==> config.mk <==
export PLATFORM = sky130hd
export DESIGN_NAME = sqrt_ctrl
export DESIGN_NICKNAME = d
export VERILOG_FILES = /design/src/rtl/sqrt_pkg.sv /design/src/rtl/sqrt_iter_cnt.sv /design/src/rtl/sqrt_ctrl.sv
export SDC_FILE = /design/constraint.sdc
export NUM_CORES = 1
export LEC_CHECK = 0
export ABC_CLOCK_PERIOD_IN_PS = 2100
export CAP_MARGIN = 20
export CORE_AREA = 2 2 39 41
export CTS_CLUSTER_SIZE = 14
export DETAILED_ROUTE_END_ITERATION = 8
export DIE_AREA = 0 0 41 43
export GPL_TIMING_DRIVEN = 0
export PLACE_DENSITY = 0.65
export REMOVE_ABC_BUFFERS = 1
export SLEW_MARGIN = 0
export SYNTH_ARGS = -nofsm -noshare
export SYNTH_HDL_FRONTEND = slang
export SYNTH_SLANG_ARGS = --single-unit
==> constraint.sdc <==
create_clock -name clk_i -period 2.1 [get_ports clk_i]
set_clock_uncertainty 0.15 [all_clocks]
set_input_delay 0.315 -clock clk_i [delete_from_list [all_inputs] [get_ports clk_i]]
set_output_delay 0.315 -clock clk_i [all_outputs]
set_load 0.005 [all_outputs]
==> src/rtl/sqrt_pkg.sv <==
// sqrt_pkg: shared types and constants for the iterative square-root controller.
package sqrt_pkg;
  localparam int SQRT_WIDTH = 16;
  localparam int SQRT_ITER  = SQRT_WIDTH / 2;
  typedef enum logic [2:0] {
    IDLE    = 3'd0,
    LOAD    = 3'd1,
    SHIFT   = 3'd2,
    COMPARE = 3'd3,
    DONE    = 3'd4
  } state_e;
  typedef struct packed {
    logic load_a;
    logic clr_r;
    logic shift_a;
    logic load_r;
    logic load_q0;
    logic q_bit;
  } strobe_t;
endpackage

==> src/rtl/sqrt_iter_cnt.sv <==
// sqrt_iter_cnt: digit-iteration counter that saturates at the last iteration.
module sqrt_iter_cnt #(
  parameter int ITER  = 8,
  parameter int CNT_W = 4
) (
  input  logic             clk_i,
  input  logic             rst_ni,
  input  logic             clr_i,
  input  logic             inc_i,
  output logic [CNT_W-1:0] cnt_o,
  output logic             last_o
);
  logic [CNT_W-1:0] cnt_q, cnt_d;
  assign last_o = cnt_q == CNT_W'(ITER - 1);
  assign cnt_d  = clr_i ? '0 : (inc_i && !last_o) ? cnt_q + CNT_W'(1) : cnt_q;
  assign cnt_o  = cnt_q;
  always_ff @(posedge clk_i or negedge rst_ni)
    if (!rst_ni) cnt_q <= '0;
    else         cnt_q <= cnt_d;
endmodule

==> src/rtl/sqrt_ctrl.sv <==
// sqrt_ctrl: sequences load/shift/root-bit insertion of the iterative integer square root.
module sqrt_ctrl
  import sqrt_pkg::*;
#(
  parameter int WIDTH = SQRT_WIDTH,
  parameter int ITER  = WIDTH / 2,
  parameter int CNT_W = $clog2(SQRT_ITER) + 1
) (
  input  logic             clk_i,
  input  logic             rst_ni,
  input  logic             start_i,
  input  logic             abort_i,
  input  logic             ge_i,
  output logic             load_a_o,
  output logic             clr_r_o,
  output logic             shift_a_o,
  output logic             load_r_o,
  output logic             load_q0_o,
  output logic             q_bit_o,
  output logic [CNT_W-1:0] iter_o,
  output logic             busy_o,
  output logic             done_o
);
  state_e  state_q;
  strobe_t stb;
  logic    cmp, last;
  assign cmp = state_q == COMPARE;
  sqrt_iter_cnt #(.ITER(ITER), .CNT_W(CNT_W)) u_cnt (
    .clk_i  (clk_i),
    .rst_ni (rst_ni),
    .clr_i  (state_q == LOAD),
    .inc_i  (cmp && !abort_i),
    .cnt_o  (iter_o),
    .last_o (last)
  );
  always_ff @(posedge clk_i or negedge rst_ni)
    if (!rst_ni) state_q <= IDLE;
    else
      case (state_q)
        IDLE:    state_q <= start_i ? LOAD : IDLE;
        LOAD:    state_q <= abort_i ? IDLE : SHIFT;
        SHIFT:   state_q <= abort_i ? IDLE : COMPARE;
        COMPARE: state_q <= abort_i ? IDLE : last ? DONE : SHIFT;
        default: state_q <= IDLE;
      endcase
  // Only the trial-subtract strobes look at ge; everything else is a pure state decode.
  always_comb
    stb = '{load_a:  state_q == LOAD,
            clr_r:   state_q == LOAD,
            shift_a: state_q == SHIFT,
            load_r:  cmp && ge_i,
            load_q0: cmp,
            q_bit:   cmp && ge_i};
  assign load_a_o  = stb.load_a;
  assign clr_r_o   = stb.clr_r;
  assign shift_a_o = stb.shift_a;
  assign load_r_o  = stb.load_r;
  assign load_q0_o = stb.load_q0;
  assign q_bit_o   = stb.q_bit;
  assign busy_o    = state_q == LOAD || state_q == SHIFT || cmp;
  assign done_o    = state_q == DONE;
endmodule

* Word level (Yosys, flattened, before mapping)
Cells that the tools add are included.
Storage, ports and cells: bits of input ports 5, output and inout port bits 12, bits in registers 7, logic and storage cells 25
Operators by class: equal/unequal tests 5, multiplexer cells 8, add/sub/neg operators 1, reduce and logical (&&, ||, !) cells 9
Operators with widths (number):
- one-hot mux 3 bit (4 select lines) | 1
- two-way mux 4 bit | 2
- equality test 3 x 2 -> 1 bit, second input constant | 2
- two-way mux 3 bit | 2
- adder 4 x 1 -> 4 bit, second input constant | 1
- equality test 4 x 3 -> 1 bit, second input constant | 1
- two-way mux 2 bit | 2
- equality test 3 x 1 -> 1 bit, second input constant | 1
- equality test 3 bit, second input constant | 1
- logical AND 1 bit | 3
- logical NOT 3 bit | 1
- logical NOT 1 bit | 2
- logical OR 1 bit | 2
- nonzero test 2 bit | 1
- two-way mux 1 bit | 1

* Logic depth before layout (Yosys ltp)
Gate-level depths: netlist of the first run.
word-level depth 5, gate-level depth with buffers 4, depth with buffers taken out 4

* Hierarchy
Synthesis of the first run repeated with hierarchy kept, for this count alone.
Unflattened totals: cell total of the unflattened synthesis 41, area, all modules 411.6 um2
Modules (own cells, without submodules):
- sqrt_iter_cnt | sequential area each 100.1 um2, area an instance 211.5 um2, times used 1, cells each 20
- sqrt_ctrl | sequential area each 75.1 um2, area an instance 200.2 um2, times used 1, cells each 21

* Worst setup path after synthesis of the first run
Ideal clock, no wire load.
path type reg-to-output, start reg state_q[1], end out load_a_o, path buffers 1, stages on the path, launching flop included 4, data arrival time 1.111 ns, setup slack 0.524 ns, required time 1.635 ns, path through dfrtp_1 -> or3b_1 -> inv_1 -> buf_4
Between the ends: cells in the longest elaborated chain, start to end 1
RTL lines:
- start, declared | line sqrt_ctrl.sv:24 | state_e state_q;
- start signal, assigned | line sqrt_ctrl.sv:40 | IDLE: state_q <= start_i ? LOAD : IDLE;
- start signal, assigned | line sqrt_ctrl.sv:41 | LOAD: state_q <= abort_i ? IDLE : SHIFT;
- start signal, assigned | line sqrt_ctrl.sv:42 | SHIFT: state_q <= abort_i ? IDLE : COMPARE;
- equality test 3 x 1 -> 1 bit
- end, declared | line sqrt_ctrl.sv:14 | output logic load_a_o,
No other way between the ends.

* Worst setup path after layout of the first run
start reg state_q[0], end out done_o
Between the ends: cells in the longest elaborated chain, start to end 1
RTL lines:
- equality test 3 bit | line sqrt_ctrl.sv:61 | assign done_o = state_q == DONE;
- end, declared | line sqrt_ctrl.sv:22 | output logic done_o
No other way between the ends.

==> results.sh, run 1 <==
export IMPL_run_status="finished, final reports clean"
export IMPL_edff_count_synth=0
export IMPL_slew_viol_final=0
export IMPL_number_of_antenna_violations_at_the_first_check_in_global_routing=0
export IMPL_synth_async_reset_ratio_pct=100.0
export IMPL_path_buf_inv=2
export IMPL_drc_errors=0
export IMPL_cts_tree="yes"
export IMPL_worstPathRequired_ns=1.63
export IMPL_power_static_leakage_uw=0.0003582
export IMPL_ys_types=23
export IMPL_synth_top_cell_area_share_pct=41.54
export IMPL_cts_made_buffers=3
export IMPL_critical_path_slowest_cell="clkdlybuf4s50_1"
export IMPL_holdCritPathClass="input port to asynchronous set/reset pin"
export IMPL_boundaryPins=17
export IMPL_path_cells="buf_4 -> nor2_1 -> and2_1 -> clkdlybuf4s50_1"
export IMPL_fmaxAchievable_mhz=496.1
export IMPL_worstPathMaxFanout=3
export IMPL_critical_path_top_delay_family="buffers and inverters"
export IMPL_detailedPlace_worstSlack_ns=0.05250
export IMPL_drt_wirelength_per_cell_um=12.00
export IMPL_initial_utilization_pct=30.47
export IMPL_rsz0062_at_grt="no"
export IMPL_placement_cell_area_um2=586.8
export IMPL_cp_end_kind="output pin"
export IMPL_ir_drop_uv=268.3
export IMPL_worst_setup_path_type="flip-flop to output pin"
export IMPL_grt_overflow=0
export IMPL_antenna_nets_post_route=0
export IMPL_yosys_area_top_type="dfrtp_1"
export IMPL_diodes=0
export IMPL_cts_root_buf="clkbuf_4"
export IMPL_insertion_delay_ns=0.25
export IMPL_areaGrowthSynthToFinish_pct=65.88
export IMPL_critical_path_max_stage_delay_ns=0.49
export IMPL_fin_crit_sh_pct=95.99
export IMPL_fin_crit_ns=2.016
export IMPL_mostFrequentLayoutCells="clkdlybuf4s50_1 (12), buf_4 (9)"
export IMPL_final_cell_area_um2=699.4
export IMPL_clock_sinks=7
export IMPL_cts_max_path_buffers=2
export IMPL_fraction_of_final_layout_cells_sized_beyond_drive_strength_1_pct=30.88
export IMPL_seqPwrFrac_pct=39.2
export IMPL_drt_pass1_iterations=4
export IMPL_power_share_clock_pct=30.1
export IMPL_cts_hold_repair_buffers=0
export IMPL_grt_pass1_vias=387
export IMPL_gpl_final_weighted_congestion=0.6985
export IMPL_worst_setup_path_start_kind="flip-flop"
export IMPL_cts_htree_levels=1
export IMPL_die_height_um=43
export IMPL_slew_headroom_pct=78.17
export IMPL_die_w_um=41
export IMPL_netlist_instances=41
export IMPL_dr_total_vias=408
export IMPL_final_common_cell="clkdlybuf4s50_1"
export IMPL_core_rowCount=14
export IMPL_worst_slew_pin_transition_ns=0.3265
export IMPL_grt_first_pass_wirelength_um=1656
export IMPL_final_nets=75
export IMPL_total_grt_usage_pct=14.14
export IMPL_synth_seq_area_share_pct=41.54
export IMPL_fin_hold_ws_ns=0.1774
export IMPL_total_switching_power_uw=103.5
export IMPL_power_combinational_fraction_pct=30.7
export IMPL_die_area_mm2=0.001763
export IMPL_report_final_setup_viol=0
export IMPL_hpwl_um=656.5
export IMPL_timing_max_cap_violations=0
export IMPL_power_switching_fraction_pct=26.05
export IMPL_placeableCoreArea_mm2=0.001384
export IMPL_port_buffers=16
export IMPL_final_hold_violation_count=0
export IMPL_cp_data_arrival_time_ns=1.55
export IMPL_grt_start_max_net_pins=8
export IMPL_power_density_mw_per_mm2=568.3
export IMPL_setup_ws_ns=0.08431
export IMPL_vias_per_cell=4.857
export IMPL_synth_area_top_cells="dfrtp_1 (42%), nand4bb_4 (6.5%), nand3_1 (4.7%)"
export IMPL_drt_total_wl_um=1008
export IMPL_cts_reportedPaths_clkPinSlew_ns=0.05
export IMPL_avgSynthCellArea_um2=10.28
export IMPL_tns_ns=0
export IMPL_ys_flop_type="dfrtp_1"
export IMPL_first_iter_violations=9
export IMPL_synth_warnings=0
export IMPL_yosys_register_bits=7
export IMPL_cell_internal_pwr_uw=294.0
export IMPL_post_synth_instance_area_um2=421.7
cell families (layout without fill, tap and decap cells):
logic type	Yosys count	count (layout)	share of synthesized area (%)
buffers and inverters	4	31	5.341
muxes	1	1	2.374
DFF	7	7	41.54
and+or+nand+nor	20	20	36.20
AOI/OAI and AO/OA	8	8	11.57
adders and majority gates	1	1	2.967
power groups by stage:
stage,clock network [µW],registers (µW),logic [µW]
global placement,0,164,85.8
floorplan,0,162,34.3
detailed placement,0,166,86.8
CTS,125,155,122
global route,135,157,135
finish,120,156,122
sequential cells by signal, summed over array words and instances (netlist names):
| signal | cells |
|---|---|
| state_q | 3 |
| u_cnt.cnt_o | 4 |
Yosys cell counts (all sizes together), types with 2 or more instances:
cell type	number
dfrtp	7
a21oi	3
nand3	4
nor2	4
inv	2
and3b	2
o21ai	3
buf	2
and2	2
metrics by stage:
stage | instances | power (µW) | utilization, %
2_1_floorplan | 39 | 196.2 | -
3_3_place_gp | 71 | 250.1 | 42.41
3_5_place_dp | 71 | 252.8 | 42.41
4_1_cts | 82 | 401.5 | 48.73
5_1_grt | 84 | 426.8 | 50.54
6_report | 84 | 397.5 | 50.54
metal layers:
layer | global-route usage [%] | share of wire [%] | vias up
li1 | - | - | 205
met1 | 18.36 | 43 | 188
met2 | 19.69 | 50 | 12
met3 | 8.377 | 5.9 | 3
met4 | 3.333 | 0.79 | 0
met5 | 0 | 0 | -
area by class of cell:
type | count | area [µm²]
Multi-Input combinational cell | 30 | 226.5
Timing Repair Buffer | 25 | 237.7
Tap cell | 16 | 20.02
Sequential cell | 7 | 178.9
Fill cell | 133 | 684.4
Clock buffer | 4 | 26.28
Inverter | 2 | 10.01
worst reg2reg max path, stage by stage (launching register included):
cell	delay (ns)
dfrtp_2	0.42
buf_4	0.14
buf_4	0.13
nand4bb_4	0.26
or4_4	0.50
a21oi_2	0.12
worst paths after layout:
check                                     from        endpoint  slack, ns  depth (start not counted)
worst max-delay path                state_q[0]          done_o       0.08                          4
worst min-delay path                    rst_ni  u_cnt.cnt_o[0]       0.18                          1
worst max register to register      state_q[2]  u_cnt.cnt_o[3]       0.31                          5
worst min register to register  u_cnt.cnt_o[0]  u_cnt.cnt_o[0]       0.40                          1
max in group asynchronous               rst_ni      state_q[2]       1.36                          1
min in group clk_i              u_cnt.cnt_o[0]  u_cnt.cnt_o[0]       0.40                          1
what timing repair did:
action,in CTS,in global routing
resized for setup,6,4
buffers inserted,7,2
setup endpoints to repair,3,4
No activity file was read; power rests on OpenSTA's default activity.
==> run 2: changes to the inputs <==
--- a/config.mk
+++ b/config.mk
@@ -14,6 +14,7 @@
 export GPL_TIMING_DRIVEN = 0
 export PLACE_DENSITY = 0.65
 export REMOVE_ABC_BUFFERS = 1
+export SKIP_LAST_GASP = 1
 export SLEW_MARGIN = 0
 export SYNTH_ARGS = -nofsm -noshare
 export SYNTH_HDL_FRONTEND = slang
==> results.sh, run 2 (synthesized netlist as in run 1, its figures left out) <==
export IMPL_slew_viol_final=0
export IMPL_report_final_setup_viol=0
export IMPL_tns_ns=0
export IMPL_cts_root_buf="clkbuf_4"
export IMPL_cts_htree_levels=1
export IMPL_diodes=0
export IMPL_hpwl_um=656.5
export IMPL_core_rowCount=14
export IMPL_holdCritPathClass="input port to asynchronous set/reset pin"
export IMPL_areaGrowthSynthToFinish_pct=65.28
export IMPL_critical_path_max_stage_delay_ns=0.49
export IMPL_run_status="finished, final reports clean"
export IMPL_vias_per_cell=4.857
export IMPL_grt_start_max_net_pins=8
export IMPL_cts_max_path_buffers=2
export IMPL_cts_hold_repair_buffers=0
export IMPL_power_static_leakage_uw=0.0003442
export IMPL_reg2reg_setup_slack_ns=0.31
export IMPL_slew_headroom_pct=78.17
export IMPL_cts_made_buffers=3
export IMPL_dr_total_vias=408
export IMPL_ff_latch_area_um2=178.9
export IMPL_multiInputGateArea_um2=226.5
export IMPL_grt_first_pass_wirelength_um=1656
export IMPL_mostFrequentLayoutCells="clkdlybuf4s50_1 (13), buf_4 (9), nand3_1 (4), nor2_1 (4), dfrtp_1 (4)"
export IMPL_fin_crit_ns=2.092
export IMPL_port_buffers=16
export IMPL_worst_setup_path_type="flip-flop to output pin"
export IMPL_cp_end_kind="output pin"
export IMPL_power_density_mw_per_mm2=571.8
export IMPL_worst_slew_pin_transition_ns=0.3265
export IMPL_cp_data_arrival_time_ns=1.63
export IMPL_fraction_of_final_layout_cells_sized_beyond_drive_strength_1_pct=30.88
export IMPL_drt_pass1_iterations=4
export IMPL_drc_errors=0
export IMPL_drt_total_wl_um=1007
export IMPL_placedCellCount=71
export IMPL_r2r_worst_path_cells=5
export IMPL_detailedPlace_worstSlack_ns=0.05250
export IMPL_gpl_final_weighted_congestion=0.6985
export IMPL_fin_crit_sh_pct=99.60
export IMPL_antenna_nets_post_route=0
export IMPL_clock_sinks=7
export IMPL_num_fill_cells=133
export IMPL_first_iter_violations=9
export IMPL_grt_pass1_vias=387
export IMPL_largest_reg_flops=4
export IMPL_final_hold_violation_count=0
export IMPL_initial_utilization_pct=30.47
export IMPL_boundaryPins=17
export IMPL_path_cells="or3b_4 -> inv_4 -> clkdlybuf4s50_1"
export IMPL_die_w_um=41
export IMPL_die_area_mm2=0.001763
export IMPL_cts_reportedPaths_clkPinSlew_ns=0.05
export IMPL_worst_setup_path_start_kind="flip-flop"
export IMPL_cts_tree="yes"
export IMPL_fin_util_pct=50.36
export IMPL_fmaxAchievable_mhz=478.1
export IMPL_die_height_um=43
export IMPL_placement_cell_area_um2=586.8
export IMPL_final_common_cell="clkdlybuf4s50_1"
export IMPL_setup_ws_ns=0.008430
export IMPL_grt_overflow=0
export IMPL_drt_wirelength_per_cell_um=11.99
export IMPL_total_grt_usage_pct=14.14
export IMPL_rsz0062_at_grt="yes"
export IMPL_placeableCoreArea_mm2=0.001384
export IMPL_fin_cells=84
export IMPL_worstPathMaxFanout=4
export IMPL_final_cell_area_um2=696.9
export IMPL_final_nets=75
export IMPL_insertion_delay_ns=0.25
export IMPL_critical_path_slowest_cell="clkdlybuf4s50_1"
export IMPL_ir_drop_uv=268.3
export IMPL_worstPathRequired_ns=1.63
export IMPL_timing_max_cap_violations=0
export IMPL_number_of_antenna_violations_at_the_first_check_in_global_routing=0
[run 2: routing by layer]
layer	part of all wire [%]	global-route usage [%]	wire length, µm
met4	0.79	3.333	8
met3	5.9	8.377	59
met1	43	18.36	430
met2	50	19.69	508
met5	0	0	0
[run 2: layout make-up]
cell class	instances	share of cell area, %
well taps	16	2.873
flip-flops and latches	7	25.67
repair buffers	25	33.75
inverters	2	1.436
multi-input cells	30	32.50
clock buffers	4	3.770
[run 2: path summary, 6_finish.rpt]
path | from | end
worst max-delay path | state_q[2] | load_a_o
worst min-delay path | rst_ni | u_cnt.cnt_o[0]
worst max register to register | state_q[2] | u_cnt.cnt_o[3]
worst min register to register | u_cnt.cnt_o[0] | u_cnt.cnt_o[0]
max in group asynchronous | rst_ni | state_q[2]
min in group clk_i | u_cnt.cnt_o[0] | u_cnt.cnt_o[0]
[run 2: per-stage QoR]
step	power, µW	hold WS [ns]
after global placement	250.1	0.3789
after global routing	427.6	0.2053
after CTS	401.5	0.1892
after floorplan	196.2	-0.1306
final	398.5	0.1774
after detailed placement	252.8	0.4102
[run 2: report_power, final]
group	internal (µW)	total, µW	switching [µW]
Combinational	76.7	123	46.4
Sequential	146	156	9.93
Clock	72.3	120	47.3
Total	295	398	104
[run 2: repair_timing]
action / in CTS / in global routing
cloned: 0 / 0
buffers inserted: 7 / 2
resized for setup: 6 / 3
endpoints found under the setup margin: 3 / 4
hold endpoints to repair: 0 / 0
[run 2: critical path: cells and delay by family (launching register included)]
| family | cells | cell delay, ns |
|---|---|---|
| flip-flops | 1 | 0.42 |
| buffers and inverters | 2 | 0.56 |
| AND/OR/NAND/NOR | 1 | 0.40 |
==> run 3: changes to the inputs <==
--- a/config.mk
+++ b/config.mk
@@ -7,10 +7,11 @@
 export LEC_CHECK = 0
 export ABC_CLOCK_PERIOD_IN_PS = 2100
 export CAP_MARGIN = 20
-export CORE_AREA = 2 2 39 41
+export CORE_AREA = 3 3 40 42
+export CTS_CLUSTER_DIAMETER = 200
 export CTS_CLUSTER_SIZE = 14
 export DETAILED_ROUTE_END_ITERATION = 8
-export DIE_AREA = 0 0 41 43
+export DIE_AREA = 0 0 43 45
 export GPL_TIMING_DRIVEN = 0
 export PLACE_DENSITY = 0.65
 export REMOVE_ABC_BUFFERS = 1
==> results.sh, run 3 (synthesized netlist as in run 1, its figures left out) <==
export IMPL_run_status="finished, final reports clean"
export IMPL_cts_hold_repair_buffers=0
export IMPL_grt_overflow=0
export IMPL_first_iter_violations=7
export IMPL_hpwl_um=663.8
export IMPL_placeableCoreArea_mm2=0.001285
export IMPL_fin_crit_ns=2.016
export IMPL_path_cells="buf_4 -> nor2_2 -> and2_1 -> clkdlybuf4s50_1"
export IMPL_fin_crit_sh_pct=96.01
export IMPL_die_area_mm2=0.001935
export IMPL_total_switching_power_uw=114.2
export IMPL_slew_headroom_pct=77.70
export IMPL_power_static_leakage_uw=0.0003370
export IMPL_final_hold_violation_count=0
export IMPL_worstReg2RegEnd="u_cnt.cnt_o[3]"
export IMPL_timing_max_cap_violations=0
export IMPL_cp_data_arrival_time_ns=1.55
export IMPL_critical_path_max_stage_delay_ns=0.49
export IMPL_fraction_of_final_layout_cells_sized_beyond_drive_strength_1_pct=32.35
export IMPL_diodes=0
export IMPL_worstPathMaxFanout=4
export IMPL_critical_path_reg2reg_startpoint="state_q[2]"
export IMPL_worstPathRequired_ns=1.63
export IMPL_cell_internal_pwr_uw=294.9
export IMPL_antenna_nets_post_route=0
export IMPL_clock_sinks=7
export IMPL_largest_reg_flops=4
export IMPL_power_combinational_fraction_pct=30.0
export IMPL_fin_cells=83
export IMPL_drc_errors=0
export IMPL_drt_pass1_iterations=4
export IMPL_power_share_clock_pct=31.5
export IMPL_power_density_mw_per_mm2=590.3
export IMPL_gpl_final_weighted_congestion=0.6948
export IMPL_num_fill_cells=115
export IMPL_number_of_antenna_violations_at_the_first_check_in_global_routing=0
export IMPL_tns_ns=0
export IMPL_initial_utilization_pct=32.81
export IMPL_cts_made_buffers=3
export IMPL_fin_hold_ws_ns=0.1617
export IMPL_cts_htree_levels=1
export IMPL_die_height_um=45
export IMPL_cts_root_buf="clkbuf_4"
export IMPL_report_final_setup_viol=0
export IMPL_critical_path_slowest_cell="clkdlybuf4s50_1"
export IMPL_cts_tree="yes"
export IMPL_vias_per_cell=5.024
export IMPL_critical_path_top_delay_family="buffers and inverters"
export IMPL_final_nets=75
export IMPL_core_rowCount=13
export IMPL_multiInputGateArea_um2=229.0
export IMPL_power_switching_fraction_pct=27.92
export IMPL_path_buf_inv=2
export IMPL_grt_start_max_net_pins=8
export IMPL_mostFrequentLayoutCells="clkdlybuf4s50_1 (12), buf_4 (9), nand3_1 (4), dfrtp_1 (4)"
export IMPL_cp_end_kind="output pin"
export IMPL_areaGrowthSynthToFinish_pct=64.39
export IMPL_drt_wirelength_per_cell_um=12.93
export IMPL_cts_reportedPaths_clkPinSlew_ns=0.06
export IMPL_dr_total_vias=417
export IMPL_holdCritPathClass="input port to asynchronous set/reset pin"
export IMPL_die_w_um=43
export IMPL_total_grt_usage_pct=13.36
export IMPL_port_buffers=16
export IMPL_seqPwrFrac_pct=38.4
export IMPL_placedCellCount=70
export IMPL_ff_latch_area_um2=178.9
export IMPL_reg2reg_setup_slack_ns=0.45
export IMPL_grt_pass1_vias=409
export IMPL_worst_setup_path_type="flip-flop to output pin"
export IMPL_insertion_delay_ns=0.26
export IMPL_slew_viol_final=0
export IMPL_final_common_cell="clkdlybuf4s50_1"
export IMPL_worst_slew_pin_transition_ns=0.3335
export IMPL_rsz0062_at_grt="no"
export IMPL_drt_total_wl_um=1073
export IMPL_ir_drop_uv=393.8
export IMPL_fmaxAchievable_mhz=496.0
export IMPL_r2r_worst_path_cells=4
export IMPL_cts_max_path_buffers=2
export IMPL_boundaryPins=17
export IMPL_grt_first_pass_wirelength_um=1863
export IMPL_worst_setup_path_start_kind="flip-flop"
==> run 3: cell types whose count changed in the layout (fill, tap and decap cells not counted), sizes merged <==
cell / change
dlymetal6s2s: -1
dlygate4sd2: +2
clkdlybuf4s50: -1
==> run 3: how the worst max path moves through the flow <==
stage,end,slack (ns),startpoint,cells past startpoint
after floorplan,u_cnt.cnt_o[3],0.58,u_cnt.cnt_o[0],3
after detailed placement,clr_r_o,0.05,state_q[0],3
after global routing,done_o,0.003,state_q[0],4
after CTS,load_r_o,0.009,state_q[1],4
after global placement,load_a_o,0.06,state_q[1],3
final,done_o,0.08,state_q[0],4
==> run 3: layout make-up <==
class	instances	area share, %
clock buffer	4	3.791
tap	15	2.708
multi-input combinational	30	33.03
inverter	2	1.444
sequential	7	25.81
timing repair buffer	25	33.21
==> run 3: routing by layer <==
layer,up-vias,GRT usage (%),share of wire (%)
met1,200,14.11,38
met5,-,0,0
li1,203,-,-
met2,12,22.16,53
met4,0,5.422,1.0
met3,2,7.570,7.7
==> run 3: power by group through the flow <==
stage                     Clock (µW)  Combinational [µW]  Sequential [µW]
after floorplan                    0                34.3              162
after global placement             0                86.1              165
after detailed placement           0                87.2              165
after CTS                        130                 122              156
after global routing             141                 134              159
final                            129                 123              157
==> run 3: what timing repair did <==
item,CTS,global route
pin swaps,1,0
buffers inserted,9,0
endpoints found under the hold margin,0,0
resized for setup,8,3
endpoints found under the setup margin,2,3
==> run 3: through the flow <==
| stage | utilization, % | setup slack [ns] | power (µW) | cell area, µm² |
|---|---|---|---|---|
| detailed placement | 45.57 | 0.05105 | 252.1 | 585.6 |
| finish | 53.94 | 0.08385 | 409.1 | 693.2 |
| floorplan | - | 0.5830 | 196.2 | 406.6 |
| global route | 53.94 | 0.003155 | 434.2 | 693.2 |
| CTS | 53.36 | 0.009000 | 407.6 | 685.7 |
| global placement | 45.57 | 0.06168 | 250.9 | 585.6 |
